$ cat src/rtl/multisim_push_buffer_pkg.sv
// Shared definitions for the multisim push buffer: default depth, the depth
// legality check, and the statistics record used when statistics are built in.
package multisim_push_pkg;

  localparam int MULTISIM_PUSH_DEFAULT_DEPTH = 8;

  function automatic bit is_pow2(input int value);
    return (value > 0) && ((value & (value - 1)) == 0);
  endfunction

  typedef struct packed {
    logic [63:0] beats;
    logic [63:0] stall_cycles;
    logic [31:0] max_count;
  } multisim_push_stats_t;

endpackage

$ cat src/rtl/multisim_push_buffer_mem.sv
// Storage array for the push buffer: one synchronous write port and one
// asynchronous read port. Pointer and occupancy control lives in the parent.
module multisim_fifo_mem
  import multisim_push_pkg::*;
#(
  parameter  int DATA_WIDTH = 64,
  parameter  int DEPTH      = MULTISIM_PUSH_DEFAULT_DEPTH,
  localparam int AW         = $clog2(DEPTH)
) (
  input  logic                  clk,
  input  logic                  wr_en,
  input  logic [AW-1:0]         wr_addr,
  input  logic [DATA_WIDTH-1:0] wr_data,
  input  logic [AW-1:0]         rd_addr,
  output logic [DATA_WIDTH-1:0] rd_data
);

  logic [DATA_WIDTH-1:0] mem [DEPTH];

  // Contents are intentionally not reset; occupancy tracking decides validity.
  always_ff @(posedge clk) begin
    if (wr_en) mem[wr_addr] <= wr_data;
  end

  assign rd_data = mem[rd_addr];

endmodule

$ cat src/rtl/multisim_push_buffer.sv
// Elastic FIFO in front of the multisim push client. Defining
// MULTISIM_PUSH_BUFFER_STATS_EN adds beat/stall/high-water statistics outputs.
module multisim_push_buffer
  import multisim_push_pkg::*;
#(
  parameter  int DATA_WIDTH = 64,
  parameter  int DEPTH      = MULTISIM_PUSH_DEFAULT_DEPTH,
  localparam int CW         = $clog2(DEPTH + 1),
  localparam int PW         = $clog2(DEPTH)
) (
  input  logic                  clk,
  input  logic                  rst_n,
  input  logic                  in_vld,
  output logic                  in_rdy,
  input  logic [DATA_WIDTH-1:0] in_data,
  output logic                  out_vld,
  input  logic                  out_rdy,
  output logic [DATA_WIDTH-1:0] out_data,
  output logic [CW-1:0]         count
`ifdef MULTISIM_PUSH_BUFFER_STATS_EN
  ,
  output logic [63:0]           stat_beats,
  output logic [63:0]           stat_stall_cycles,
  output logic [CW-1:0]         stat_max_count
`endif
);

  if (!is_pow2(DEPTH) || DEPTH < 2) begin : g_bad_depth
    $error("multisim_push_buffer: DEPTH must be a power of two and at least 2");
  end

  logic [PW-1:0] wr_ptr;
  logic [PW-1:0] rd_ptr;
  logic          push;
  logic          pop;

  // Ready depends only on registered occupancy, keeping out_rdy off the in_rdy path.
  assign in_rdy  = (count != CW'(DEPTH));
  assign out_vld = (count != '0);
  assign push    = in_vld && in_rdy;
  assign pop     = out_vld && out_rdy;

  always_ff @(posedge clk) begin
    if (!rst_n) begin
      wr_ptr <= '0;
      rd_ptr <= '0;
      count  <= '0;
    end else begin
      if (push) wr_ptr <= wr_ptr + PW'(1);
      if (pop)  rd_ptr <= rd_ptr + PW'(1);
      case ({push, pop})
        2'b10:   count <= count + CW'(1);
        2'b01:   count <= count - CW'(1);
        default: count <= count;
      endcase
    end
  end

  multisim_fifo_mem #(
    .DATA_WIDTH (DATA_WIDTH),
    .DEPTH      (DEPTH)
  ) u_mem (
    .clk     (clk),
    .wr_en   (push),
    .wr_addr (wr_ptr),
    .wr_data (in_data),
    .rd_addr (rd_ptr),
    .rd_data (out_data)
  );

`ifdef MULTISIM_PUSH_BUFFER_STATS_EN
  logic [63:0]          beats_q;
  logic [63:0]          stall_q;
  logic [CW-1:0]        max_q;
  multisim_push_stats_t stats;

  always_ff @(posedge clk) begin
    if (!rst_n) begin
      beats_q <= '0;
      stall_q <= '0;
      max_q   <= '0;
    end else begin
      if (push && beats_q != '1) beats_q <= beats_q + 64'd1;
      if (out_vld && !out_rdy && stall_q != '1) stall_q <= stall_q + 64'd1;
      if (count > max_q) max_q <= count;
    end
  end

  assign stat_beats        = beats_q;
  assign stat_stall_cycles = stall_q;
  assign stat_max_count    = max_q;
  assign stats             = '{beats: beats_q, stall_cycles: stall_q, max_count: 32'(max_q)};

  final begin
    $display("%m: beats=%0d stall_cycles=%0d max_count=%0d",
             stats.beats, stats.stall_cycles, stats.max_count);
  end
`endif

`ifndef SYNTHESIS
  a_no_push_full: assert property (@(posedge clk) disable iff (!rst_n)
    !(push && count == CW'(DEPTH)));
  a_no_pop_empty: assert property (@(posedge clk) disable iff (!rst_n)
    !(pop && count == '0));
  a_in_data_known: assert property (@(posedge clk) disable iff (!rst_n)
    in_vld |-> !$isunknown(in_data));
`endif

endmodule

$ cat config.mk
export PLATFORM = sky130hd
export DESIGN_NAME = multisim_push_buffer
export DESIGN_NICKNAME = d
export VERILOG_FILES = /design/src/rtl/multisim_push_buffer_pkg.sv /design/src/rtl/multisim_push_buffer_mem.sv /design/src/rtl/multisim_push_buffer.sv
export SDC_FILE = /design/constraint.sdc
export NUM_CORES = 1
export LEC_CHECK = 0
export CORE_MARGIN = 2
export CORE_UTILIZATION = 40
export CTS_CLUSTER_DIAMETER = 50
export DETAILED_ROUTE_END_ITERATION = 8
export GPL_TIMING_DRIVEN = 0
export SETUP_SLACK_MARGIN = 0.1
export SYNTH_ARGS = -nofsm -noshare
export SYNTH_HDL_FRONTEND = slang
export SYNTH_SLANG_ARGS = --single-unit
export TNS_END_PERCENT = 20
$ cat constraint.sdc
create_clock -name clk -period 11.3 [get_ports clk]
set_input_delay 2.26 -clock clk [delete_from_list [all_inputs] [get_ports clk]]
set_output_delay 2.26 -clock clk [all_outputs]
set_load 0.05 [all_outputs]
==> impl_results.md <==
* Status: complete, no violations
* CTS max path bufs at 3
* Skew-Pair Late Insertion Delay at 600 ps
* Net switching share of the total power at 28.4%
* Detailed Route Iter0 Violations at 634
* Core area at 0.0490 mm2
* Int Pwr at 3.77 mW
* Antenna Cells at 0
* Asr flop ratio synth at 0%
* Final Cycle Share at 50.4%
* Number of buffers created by CTS at 56
* Flops & latches, synth at 525
* Clock power share at 31.9%
* Area of the mapped netlist at 0.0199 mm2
* Hold WC Path Type: flop to flop
* Hold buffers post-CTS at 0
* GRT overflow at 0
* CTS tree: yes
* Post-synth top area share at 77.3%
* Yosys warnings at 0
* Post-cts resize count at 0
* Most frequent cells in the layout: edfxtp_1, clkdlybuf4s50_1, mux4_2, mux2_2, clkbuf_16
* CTS root buf: clkbuf_16
* Worst vdd ir at 144 uV
* Sink Count at 525
* Worst hold path depth at 2
* R2R depth at 8
* Endpoints failing hold at 0
* Antenna violations before repair at 3
* Critical path data required time at 9040 ps
* DRC at 0
* H-Tree Depth at 2
* Vias in the first global route at 9732
* Power, Total at 5.26 mW
* Synthesized area per cell at 24.4 um2
* Main synth FF type: edfxtp_1
* First-pass GRT wire length at 61000 um
* Final setup skew at 14.0 ps
* Number of enable flip-flop cells after synthesis at 512
* Die X at 227 um
* Die area at 0.0515 mm2
* Synth unique cells at 32
* Relative slew slack at 34.3%
* Hold Slack at 501 ps
* Largest net degree at the start of global routing at 24
* Crit Path Max Fanout at 10
* GPL Wtd Cong at 0.679
* Power Dens Cells at 216 mW/mm2
* Overall Global Routing Usage at 16.4%
* Maximum Capacitance Violations at 0
* Area leader, netlist: edfxtp_1
* Final setup vio count at 0
* Combinational power share at 25.4%
* Reg-to-Reg Start: count[1]
* Final Slew Violations at 0
* Sequential power share at 42.8%
* Post-CTS setup buffers at 0
* Nets at 1116
* I/O Buffers at 137
* Fmax achieved at 176 MHz
* Reg clk slew, reported paths at 60 ps
* Sequential area share after synthesis at 78.7%
* Synth-to-layout area growth at 22.5%
* Commonest non-fill, non-tap cell in the layout: edfxtp_1
* Vias at 8999
* Routed WL per cell at 23.3 um
* Antenna Nets Post-Route at 0
* Final wirelength at 40800 um
* Cells after synthesis at 815
* Reg area at 0.0156 mm2
* Die H at 227 um
* Post-detail-place hpwl at 25400 um
* Reported net switching power at 1.50 mW
* Worst Tran Pin Value at 986 ps
* RSZ-0062 raised after global routing: false
* Final min period at 5700 ps
* Worst EP arrival at 3440 ps
* Top post-synthesis cells by area: edfxtp_1, mux4_2, mux2_2, dfxtp_1, buf_6
* Total iterations of the first detailed-routing run at 5
* Crit start category: flop
* Static Leak at 7.54 nW
* FP Rows at 81
* Multi-input logic area at 0.00405 mm2
* Pre-CTS setup slack at 6130 ps
* Fraction of layout cells with a size suffix above 1 at 30.3%
* Synth Net Count at 888
* Via density at 5.15
* # fillers at 3902
* Hold Crit Start: wr_ptr[0]
* Io pins at 138
* Critical path class: flop to output pin
* Worst setup margin at 5600 ps
* Initial Util at 40.6%
* Crit end category: output pin
## metal layers
layer	up-vias	GRT usage [%]	share of wire, %
met5	-	0	0.096
met4	6	4.85	1.8
met3	57	3.60	5.4
met2	198	26.0	48
met1	4798	22.9	45
li1	3940	-	-
## final timing paths
kind / end / slack, ps
worst max-delay path: out_data[42] / 5600
worst min-delay path: wr_ptr[0] / 500
worst max register to register: u_mem.mem[1][17] / 8390
worst min register to register: wr_ptr[0] / 500
## flip-flops by register name, indices dropped and copies added, names as in the netlist, named ones only
signal	count
u_mem.mem	512
wr_ptr	3
count	4
rd_ptr	3
## cells by family (layout without fill, tap and decap cells)
kind of cell / after synthesis / in the layout / synth area share [%]
simple gates: 37 / 37 / 1.00
fa+ha+maj: 5 / 5 / 0.315
mux: 194 / 194 / 18.2
buf+inv: 39 / 308 / 1.25
compound gates: 9 / 9 / 0.290
xor+xnor: 6 / 6 / 0.264
flops: 525 / 525 / 78.7
## per-stage QoR
step / setup TNS, ps / std cells / util, % / area, um2
final: 0 / 1748 / 49.7 / 24400
after global routing: 0 / 1748 / 49.7 / 24400
after CTS: 0 / 1748 / 49.7 / 24400
after detailed placement: 0 / 1649 / 46.3 / 22700
after global placement: -237180 / 1616 / 45.1 / 22100
after floorplan: 0 / 815 / - / 19900
## worst max-delay path, stage by stage (launching register included)
cell,delay (ps)
dfxtp_1,330
buf_2,310
buf_1,780
mux4_2,410
mux2_2,290
clkdlybuf4s50_1,710
## power by group through the flow
| stage | sequential [mW] | combinational, mW | clock [mW] |
|---|---|---|---|
| floorplan | 2.31 | 0.911 | 0 |
| global placement | 2.31 | 1.33 | 0 |
| global route | 2.26 | 1.42 | 1.79 |
| finish | 2.25 | 1.34 | 1.68 |
| CTS | 2.25 | 1.37 | 1.72 |
| detailed placement | 2.29 | 1.36 | 0 |
## synth_stat cells (all sizes together) (2+ instances only)
library cell,n
nand3,5
a21boi,4
xor2,2
buf,26
ha,5
o21ai,3
mux4,128
dfxtp,13
nand2b,3
nor2b,2
and2,5
nor2,6
xnor2,4
nand2,8
mux2i,2
edfxtp,512
nor3,2
mux2,64
clkbuf,12
## cell type report
| type | count | area share, % |
|---|---|---|
| Timing Repair Buffer | 170 | 7.83 |
| Inverter | 1 | 0.0154 |
| Clock inverter | 30 | 0.858 |
| Sequential cell | 525 | 64.2 |
| Buffer | 38 | 1.01 |
| Clock buffer | 69 | 6.04 |
| Multi-Input combinational cell | 251 | 16.6 |
| Tap cell | 664 | 3.41 |
No activity file was read; power rests on OpenSTA's default activity.
==> patch, RTL diff (same settings) <==
`DATA_WIDTH` is set to 64 in 2 places; all go to 56.
--- a/src/rtl/multisim_push_buffer_mem.sv
+++ b/src/rtl/multisim_push_buffer_mem.sv
@@ -5,3 +5,3 @@
 #(
-  parameter  int DATA_WIDTH = 64,
+  parameter  int DATA_WIDTH = 56,
   parameter  int DEPTH      = MULTISIM_PUSH_DEFAULT_DEPTH,
--- a/src/rtl/multisim_push_buffer.sv
+++ b/src/rtl/multisim_push_buffer.sv
@@ -5,3 +5,3 @@
 #(
-  parameter  int DATA_WIDTH = 64,
+  parameter  int DATA_WIDTH = 56,
   parameter  int DEPTH      = MULTISIM_PUSH_DEFAULT_DEPTH,
Ports: changed (resized in_data and out_data); port bits go from 138 to 122. No check against the original RTL was run, so the function may have changed too.
==> patch against the original RTL <==
Power fell by 9.1%; worst setup slack got worse by 0.014 ns; sequential cell count fell by 64; synthesized cell count fell by 11%; combinational power fell by 13%; routed wire length fell by 13%; via count fell by 12%; area after synthesis fell by 12%; die area fell by 12%; final area fell by 12%; core utilization rose by 0.27 points; critical endpoint is now out_data[29].
==> patch: results <==
cells_and_area:
  drive_above_1_share: 0.302
  layout.nets: 987
  top_regs: "u_mem.mem: 448 flops, count: 4 flops"
grt:
  use_met2: 0.258
  grt_pass1_vias: 8403
  grt_pass1_wl_mm: 52.7
  track_usage: 0.161
  antenna_found_initial: 1
  grtUsageMet1: 0.222
  grt_max_degree: 26
  met3_usage: 0.0413
synth:
  ys_top_cells_by_count: "448 x edfxtp_1, 112 x mux4_2, 56 x mux2_2, 15 x clkbuf_1, 13 x dfxtp_1"
  synth_edf_count: 448
  ys_seq_area_frac: 0.785
  synthesis.nets: 788
  ys_types: 31
  netlist_top_cells_area: "edfxtp_1 77%, mux4_2 14%, mux2_2 3.6%"
route:
  drt_iter0_drc: 600
  vias_per_cell: 5.11
  drt-pass1-iter-count: 4
  drt-wirelength-per-cell_um: 22.9
placement:
  place_area_um2: 19900
  dpl.hpwl_mm: 21.5
  post-place-ws_ns: 6.16
  io_buffers: 121
  gp_congestion: 0.675
cts:
  clock_latency_ns: 0.57
  postCtsSetupRepairBufs: 0
  cts_buffers: 50
sta:
  skew_ns: 0.0142
  relSlewSlack: 0.410
setup_path:
  slowest_stage: "clkdlybuf4s50_1"
  arrival_ns: 3.45
pwr:
  ir_drop_mv: 0.122
  p_leak_nw: 6.70
  p_int_mw: 3.45
outcome:
  outcome: "finished clean"
[patch: per-layer routing]
metal	vias to the layer above	share of wire
li1	3470	-
met1	4161	0.44
met2	200	0.48
met3	56	0.060
met4	2	0.017
met5	-	0.00040
[patch: cells by family after synthesis]
group	count (synthesis)	synth area share
flops	461	0.785
mux	170	0.182
simple gates	37	0.0114
buf+inv	35	0.0117
compound gates	9	0.00329
xor+xnor	6	0.00301
fa+ha+maj	5	0.00358
[patch: cell type report]
cell class	instances	area (um2)
Timing Repair Buffer	147	1650
Tap cell	585	732
Multi-Input combinational cell	227	3600
Fill cell	3443	21500
Buffer	34	201
Inverter	1	3.75
Clock buffer	62	1320
Sequential cell	461	13700
Clock inverter	27	332
[patch: stage by stage]
stage,setup TNS [ns],cells,hold slack (ns)
floorplan,0,723,0.461
global placement,-48.91,1429,0.476
detailed placement,0,1455,0.484
CTS,0,1544,0.492
global route,0,1544,0.521
finish,0,1544,0.488
[patch: path summary, 6_finish.rpt]
check / startpoint / depth (start not counted) / end / slack (ns)
hold / removal: wr_ptr[0] / 2 / wr_ptr[0] / 0.49
setup reg to reg: count[1] / 9 / u_mem.mem[0][44] / 8.35
setup / recovery: flip-flop / 5 / out_data[29] / 5.59
hold reg to reg: wr_ptr[0] / 2 / wr_ptr[0] / 0.49
[patch: worst min-delay path, cell delays in order, from the launching register on]
cell and delay [ns]:
dfxtp_1 0.33, nand2_1 0.06, a21boi_1 0.05
[patch: power by group through the flow]
stage	combinational [mW]	sequential, mW	clock (mW)
2_1_floorplan	0.801	2.03	0
3_3_place_gp	1.16	2.03	0
3_5_place_dp	1.20	2.01	0
4_1_cts	1.20	1.98	1.67
5_1_grt	1.25	1.98	1.74
6_report	1.17	1.98	1.63
